**src/rtl/barrett_pkg.sv**
```systemverilog
// Shared types and default widths for the Barrett reduction engine.
// Modules derive their own widths from N; these mirror the default N=16.
package barrett_pkg;

    localparam int DEF_N = 16;
    localparam int W_AB  = 2 * DEF_N;
    localparam int W_MU  = DEF_N + 1;
    localparam int W_RR  = DEF_N + 2;

    typedef enum logic [2:0] {
        IDLE,
        MUL_Q,
        MUL_QS,
        CORR1,
        CORR2,
        DONE
    } state_e;

endpackage

```
**src/rtl/barrett_reduce_cond_sub.sv**
```systemverilog
// Conditional subtract: out = (in >= s) ? in - s : in, on the N+2 bit remainder.
module cond_sub #(
    parameter int N = 16
) (
    input  logic [N+1:0] in_i,
    input  logic [N-1:0] s_i,
    output logic [N+1:0] out_o
);

    logic [N+1:0] s_ext;

    assign s_ext = {2'b00, s_i};
    assign out_o = (in_i >= s_ext) ? (in_i - s_ext) : in_i;

endmodule

```
**src/rtl/barrett_reduce.sv**
```systemverilog
// Iterative Barrett reduction r = ab mod s with one shared multiplier.
// Fixed 5-cycle latency from input handshake to out_valid; single job in flight.
module barrett_reduce
    import barrett_pkg::*;
#(
    parameter int N = DEF_N
) (
    input  logic              clk_i,
    input  logic              reset_i,
    input  logic [N-1:0]      s_i,
    input  logic [N:0]        mu_i,
    input  logic              in_valid_i,
    output logic              in_ready_o,
    input  logic [2*N-1:0]    ab_i,
    output logic              out_valid_o,
    input  logic              out_ready_i,
    output logic [N-1:0]      r_o,
    output logic              busy_o
);

    localparam int LW_AB = 2 * N;
    localparam int LW_MU = N + 1;
    localparam int LW_RR = N + 2;
    localparam int LW_P  = 2 * N + 2;

    state_e             state_q, state_d;
    logic [LW_AB-1:0]   ab_q, ab_d;
    logic [N-1:0]       s_q, s_d;
    logic [LW_MU-1:0]   mu_q, mu_d;
    logic [LW_MU-1:0]   q_q, q_d;
    logic [LW_RR-1:0]   rr_q, rr_d;

    logic [LW_MU-1:0]   t1;
    logic [LW_RR-1:0]   mul_a;
    logic [LW_MU-1:0]   mul_b;
    logic [LW_P-1:0]    prod;
    logic [LW_RR-1:0]   sub_out;

    // One multiplier: t1*mu in MUL_Q, q*s in MUL_QS. The top product bit
    // is never needed, so the product is kept at 2N+2 bits.
    assign t1    = ab_q[LW_AB-1:N-1];
    assign mul_a = (state_q == MUL_Q) ? LW_RR'(t1) : LW_RR'(s_q);
    assign mul_b = (state_q == MUL_Q) ? mu_q : q_q;
    assign prod  = LW_P'(mul_a) * LW_P'(mul_b);

    cond_sub #(.N(N)) u_cond_sub (
        .in_i  (rr_q),
        .s_i   (s_q),
        .out_o (sub_out)
    );

    always_ff @(posedge clk_i) begin
        if (!reset_i) begin
            state_q <= IDLE;
            ab_q    <= '0;
            s_q     <= '0;
            mu_q    <= '0;
            q_q     <= '0;
            rr_q    <= '0;
        end else begin
            state_q <= state_d;
            ab_q    <= ab_d;
            s_q     <= s_d;
            mu_q    <= mu_d;
            q_q     <= q_d;
            rr_q    <= rr_d;
        end
    end

    always_comb begin
        state_d = state_q;
        ab_d    = ab_q;
        s_d     = s_q;
        mu_d    = mu_q;
        q_d     = q_q;
        rr_d    = rr_q;
        case (state_q)
            IDLE: begin
                if (in_valid_i) begin
                    ab_d    = ab_i;
                    s_d     = s_i;
                    mu_d    = mu_i;
                    state_d = MUL_Q;
                end
            end
            MUL_Q: begin
                q_d     = prod[2*N+1:N+1];
                state_d = MUL_QS;
            end
            MUL_QS: begin
                // Wraps mod 2^(N+2); a valid s/mu pair keeps the result in [0, 3s).
                rr_d    = ab_q[LW_RR-1:0] - prod[LW_RR-1:0];
                state_d = CORR1;
            end
            CORR1: begin
                rr_d    = sub_out;
                state_d = CORR2;
            end
            CORR2: begin
                rr_d    = sub_out;
                state_d = DONE;
            end
            DONE: begin
                if (out_ready_i) state_d = IDLE;
            end
            default: state_d = IDLE;
        endcase
    end

    assign in_ready_o  = (state_q == IDLE) && reset_i;
    assign busy_o      = (state_q != IDLE);
    assign out_valid_o = (state_q == DONE);
    assign r_o         = out_valid_o ? rr_q[N-1:0] : '0;

endmodule

```
**config.mk**
```make
export PLATFORM = sky130hd
export DESIGN_NAME = barrett_reduce
export DESIGN_NICKNAME = d
export VERILOG_FILES = /design/src/rtl/barrett_pkg.sv /design/src/rtl/barrett_reduce_cond_sub.sv /design/src/rtl/barrett_reduce.sv
export SDC_FILE = /design/constraint.sdc
export NUM_CORES = 1
export LEC_CHECK = 0
export CAP_MARGIN = 30
export CELL_PAD_IN_SITES_DETAIL_PLACEMENT = 0
export CELL_PAD_IN_SITES_GLOBAL_PLACEMENT = 1
export CORE_MARGIN = 2
export CORE_UTILIZATION = 49
export DETAILED_ROUTE_END_ITERATION = 8
export PLACE_DENSITY_LB_ADDON = 0.1
export SYNTH_ARGS = -nofsm -noshare
export SYNTH_HDL_FRONTEND = slang
export SYNTH_SLANG_ARGS = --single-unit
```
**constraint.sdc**
```tcl
create_clock -name clk_i -period 17.32 [get_ports clk_i]
set_input_delay 3.464 -clock clk_i [delete_from_list [all_inputs] [get_ports clk_i]]
set_output_delay 3.464 -clock clk_i [all_outputs]
set_load 0.05 [all_outputs]
```
After elaboration in Yosys (flattened, before gate mapping). Cells that the tools add are included.

Add/subtract/negate cells: 2. Multipliers: 1. Magnitude comparators: 1. Eq/ne operators: 8. Mux-type cells: 8. Reductions and logical operators: 8.

Operator list (count): $pmux 18 s2 (1); $mul 17x17->34 (1); $mux 17 (2); $ge 18x16->1 (1); $mux 18 (1); $pmux 3 s6 (1); $sub 18x16->18 (1); $sub 18x18->18 (1); $mux 16 (1); $eq 3x2->1 const B (2); $eq 3x3->1 const B (2); $mux 3 (2); $reduce_and 2->1 (3); $ne 2x1->1 const B (2); $eq 3x1->1 const B (1); $logic_not 3->1 (1); $reduce_bool 3->1 (1); $ne 2x2->1 const B (1); $reduce_bool 2->1 (1); $reduce_or 2->1 (1); $logic_and 1x1->1 (1).

Register bits after elaboration: 103. Output and inout bits: 19.

Logic depth before layout (Yosys ltp).
Word-level depth: 5. Depth in mapped cells: 36. Mapped depth without buffers: 32.

Hierarchy. From an unflattened synthesis, not the netlist that was laid out.

Cells, all modules: 1998. Area, all modules: 15778.9 um^2.

By module, submodules not included: barrett_reduce (instances 1, cells each 1831, area an instance 14500.2 um^2, seq. area each 2062.0 um^2); cond_sub (instances 1, cells each 167, area an instance 1278.7 um^2, seq. area each 0.0 um^2).

Worst setup path after synthesis. No wires, ideal clock.

Path kind: input to output. From: in reset_i. To: out in_ready_o. Arrival time: 4803 ps. Path slack: 9053 ps. Stages on the path: 5. Buffers on the path: 3. Cell sequence: clkbuf_1 > inv_1 > clkbuf_1 > clkbuf_1 > nor2_1.

Word-level cells in the longest chain between the ends: 1.

RTL lines: start: declaration (RTL line barrett_reduce.sv:9) `input logic reset_i,`; $logic_and 1x1->1 (RTL line barrett_reduce.sv:110) `assign in_ready_o = (state_q == IDLE) && reset_i;`; end: declaration (RTL line barrett_reduce.sv:13) `output logic in_ready_o,`.

No other way between the ends.

Worst setup path after layout.
From: reg state_q[0]. To: reg rr_q[17].

Word-level cells in the longest chain between the ends: 5. Elaborated cells on any way between the ends: 13. Those cells by class: add/sub: 1; mul: 1; eq/ne: 5; mux: 3; reduce/logical: 3.

RTL lines: start: declaration (RTL line barrett_reduce.sv:26) `state_e state_q, state_d;`; start signal: assignment (RTL line barrett_reduce.sv:61) `state_q <= state_d;`; $eq 3x1->1 (RTL line barrett_reduce.sv:42, barrett_reduce.sv:43); $mux 17, on equally long branches (RTL line barrett_reduce.sv:42, barrett_reduce.sv:43); $mul 17x17->34 (RTL line barrett_reduce.sv:44) `assign prod = LW_P'(mul_a) * LW_P'(mul_b);`; $sub 18x18->18 (RTL line barrett_reduce.sv:92) `rr_d = ab_q[LW_RR-1:0] - prod[LW_RR-1:0];`; $pmux 18 s2 (RTL line barrett_reduce.sv:77) `case (state_q)`; end signal: assignment (RTL line barrett_reduce.sv:66) `rr_q <= rr_d;`; end: declaration (RTL line barrett_reduce.sv:31) `logic [LW_RR-1:0] rr_q, rr_d;`.

Several ways; a longest one is shown, not always the timed one. A chain may end at the register's enable or synchronous reset.

==> results.yml <==
sta:
  finalClockSkew_ns: 0.00886
  tns_ns: 0
  drv_slew: 0
  fin_crit_ns: 8.73
  post-route-period-util_pct: 50.4
  worstMarginPinSlew_ns: 0.988
  setup_viol: 0
  relSlewSlack_pct: 32.2
  hold_viol: 0
  rsz0062_at_grt: "no"
  fmax_mhz: 115
drt:
  routed_wl_mm: 46.7
  drt-vias-per-instance: 5.49
  drtIter0Drc: 1054
  postRouteAntennaNets: 0
  routedWlPerCell_um: 19.7
  firstDrtPassIters: 6
  drc_errors: 0
  num_vias: 13025
floorplan:
  fp-row-count: 64
  dieArea_um2: 32700
  die_x_um: 181
  dieHeight_um: 181
  ios: 88
  start_util_pct: 49.9
  design.core.area_um2: 30700
pwr:
  fin_total_pwr_mw: 1.07
  vdd_ir_drop_max_mv: 0.0742
  p_per_area_nw_per_um2: 63.4
  p_leak_nw: 7.64
synth:
  synth_flop_cell: "dfxtp_1"
  synthTopCellsByArea: "fa_1 30%, dfxtp_1 13%, ha_1 12%"
  ys.warnings.count: 0
  ys_async_sr_fraction_pct: 0
  synth_top_area_share_pct: 29.5
  syn-cell-area_um2: 15300
  seq_area_frac_synth_pct: 13.5
  postSynthCellCount: 1933
  synth_nets: 2369
  synth.distinct_cells: 71
  synth_edf_count: 0
  yosysTopAreaCell: "fa_1"
  synth_seq_cells: 103
  synth.avg_cell_area_um2: 7.92
finish:
  nNetsFinal: 2408
  finalInstanceArea_um2: 16800
  diodes: 0
  syn2layout_area_growth_pct: 9.92
  layout-drive-gt1-share_pct: 3.54
  final_util_pct: 54.9
clock_network:
  cts_tree: "built"
  ctsHoldBuffers: 0
  cts_buffers: 9
  postCtsSetupRepairBufs: 0
  clk_pin_slew_ns: 0.08
  cts.path.max_buffers: 2
  cts_sinks: 103
  clock-root-buffer: "clkbuf_16"
  clk_latency_ns: 0.36
  cts-htree-levels: 3
  post_cts_resize_count: 0
global_routing:
  grt_pass1_vias: 13032
  grt_first_pass_wirelength_mm: 73.0
  grt_antenna_before_repair: 0
  grt_max_degree: 79
  track_usage_pct: 29.1
  grt-ovfl-total: 0
status:
  status: "finished clean"
worst_setup_path:
  crit_arrival_ns: 8.99
  endpoint_kind: "flop"
  crit_slowest_cell: "buf_4"
  required_ns: 17.58
  path_class: "flop to flop"
  slowest_delay_ns: 0.65
  start_kind: "flop"
  path_max_fanout: 78
  cp_common_cell: "fa_1"
hold_path:
  hp-class: "flop to flop"
placement:
  post_dp_cell_area_um2: 16500
  port_buffers: 87
  gp_congestion: 0.937
  dp_hpwl_mm: 37.7
flow_run:
  cap_violations: 0
-- final cells by class --
type | count | area, um^2
Clock buffer | 9 | 225
Clock inverter | 7 | 66.3
Fill cell | 3015 | 13800
Inverter | 309 | 1160
Multi-Input combinational cell | 1439 | 11800
Sequential cell | 103 | 2060
Tap cell | 396 | 495
Timing Repair Buffer | 110 | 1060
-- worst paths after layout --
path         cells past startpoint        from  endpoint  slack (ns)
max                             29  state_q[0]  rr_q[17]        8.59
min                              2     s_q[15]   s_q[15]        0.46
max reg2reg                     29  state_q[0]  rr_q[17]        8.59
min reg2reg                      2     s_q[15]   s_q[15]        0.46
-- synth_stat cells, types with 5 or more instances --
cell type and instances:
buf_2 6, o21a_1 11, inv_1 309, dfxtp_1 103, a21o_1 28, ha_1 141
nor2_1 193, nand2b_1 18, o21bai_1 6, a21oi_1 154, nand3_1 19, xnor2_1 27
nor3_1 13, and2_1 27, nor4_1 5, clkbuf_1 69, a211oi_2 6, o21ai_0 27
o31ai_1 7, nand2_1 382, o211ai_1 5, a211oi_1 10, or3_1 5, o21ai_1 14
and3_1 19, fa_1 226, xor2_1 23, mux2i_1 12
-- critical path, delay by kind of cell (launching register included) --
kind	cells	cell delay (ns)
adders and majority gates	8	3.71
and+or+nand+nor	7	1.64
buffers and inverters	6	1.27
AOI/OAI and AO/OA	6	1.07
DFF	1	0.50
xor gates and xnor gates	2	0.40
-- layer usage --
metal	GRT usage, %	routed length [um]
met4	8.74	1400
met1	40.6	21100
met5	0	0
met3	4.98	3040
met2	46.3	21200
-- flip-flops by register name, summed over array words and instances, names as in the netlist --
| name | count |
|---|---|
| ab_q | 32 |
| rr_q | 18 |
| mu_q | 17 |
| q_q | 17 |
| s_q | 16 |
| state_q | 3 |
-- placed cells by master (no fill, tap or decap), types with 4 or more instances in the layout --
cell type,count
clkdlybuf4s50_1,87
o21a_1,11
xor2_1,23
o21ai_0,27
fa_1,226
clkbuf_16,9
a311oi_2,4
or3_1,5
a31oi_1,4
a21o_1,28
nor3_1,12
xnor2_1,27
and2_1,26
o211ai_1,5
inv_1,308
nor2_1,193
nand2b_1,18
ha_1,141
a211oi_1,10
and3_1,19
nor4_1,5
o31ai_1,7
dfxtp_1,103
buf_4,22
nand3_1,19
o21ai_1,14
a211oi_2,6
o21bai_1,6
mux2i_1,12
nor2b_1,4
nand2_1,381
a21oi_1,153
-- per-stage QoR --
| stage | worst slack, ns | cells | hold slack [ns] |
|---|---|---|---|
| after floorplan | 9.05 | 1933 | 0.436 |
| after global placement | 8.65 | 2353 | 0.444 |
| after detailed placement | 8.65 | 2356 | 0.449 |
| after CTS | 8.66 | 2372 | 0.460 |
| after global routing | 8.08 | 2373 | 0.475 |
| final | 8.59 | 2373 | 0.457 |
-- where the power goes --
| part | total [mW] | internal, mW | switching [mW] |
|---|---|---|---|
| registers | 0.288 | 0.263 | 0.0251 |
| logic | 0.572 | 0.204 | 0.368 |
| clock network | 0.207 | 0.101 | 0.106 |
| total | 1.07 | 0.569 | 0.499 |
-- cell families (layout without fill, tap and decap cells) --
logic type      count (synthesis)  after routing  share of synthesized area [%]
mux                            12             12                          0.784
compound gates                309            309                           12.9
simple gates                  701            701                           19.1
flops                         103            103                           13.5
buf+inv                       391            435                           9.83
xor+xnor                       50             50                           2.86
fa+ha+maj                     367            367                           41.1
(Power assumes the default switching activity.)
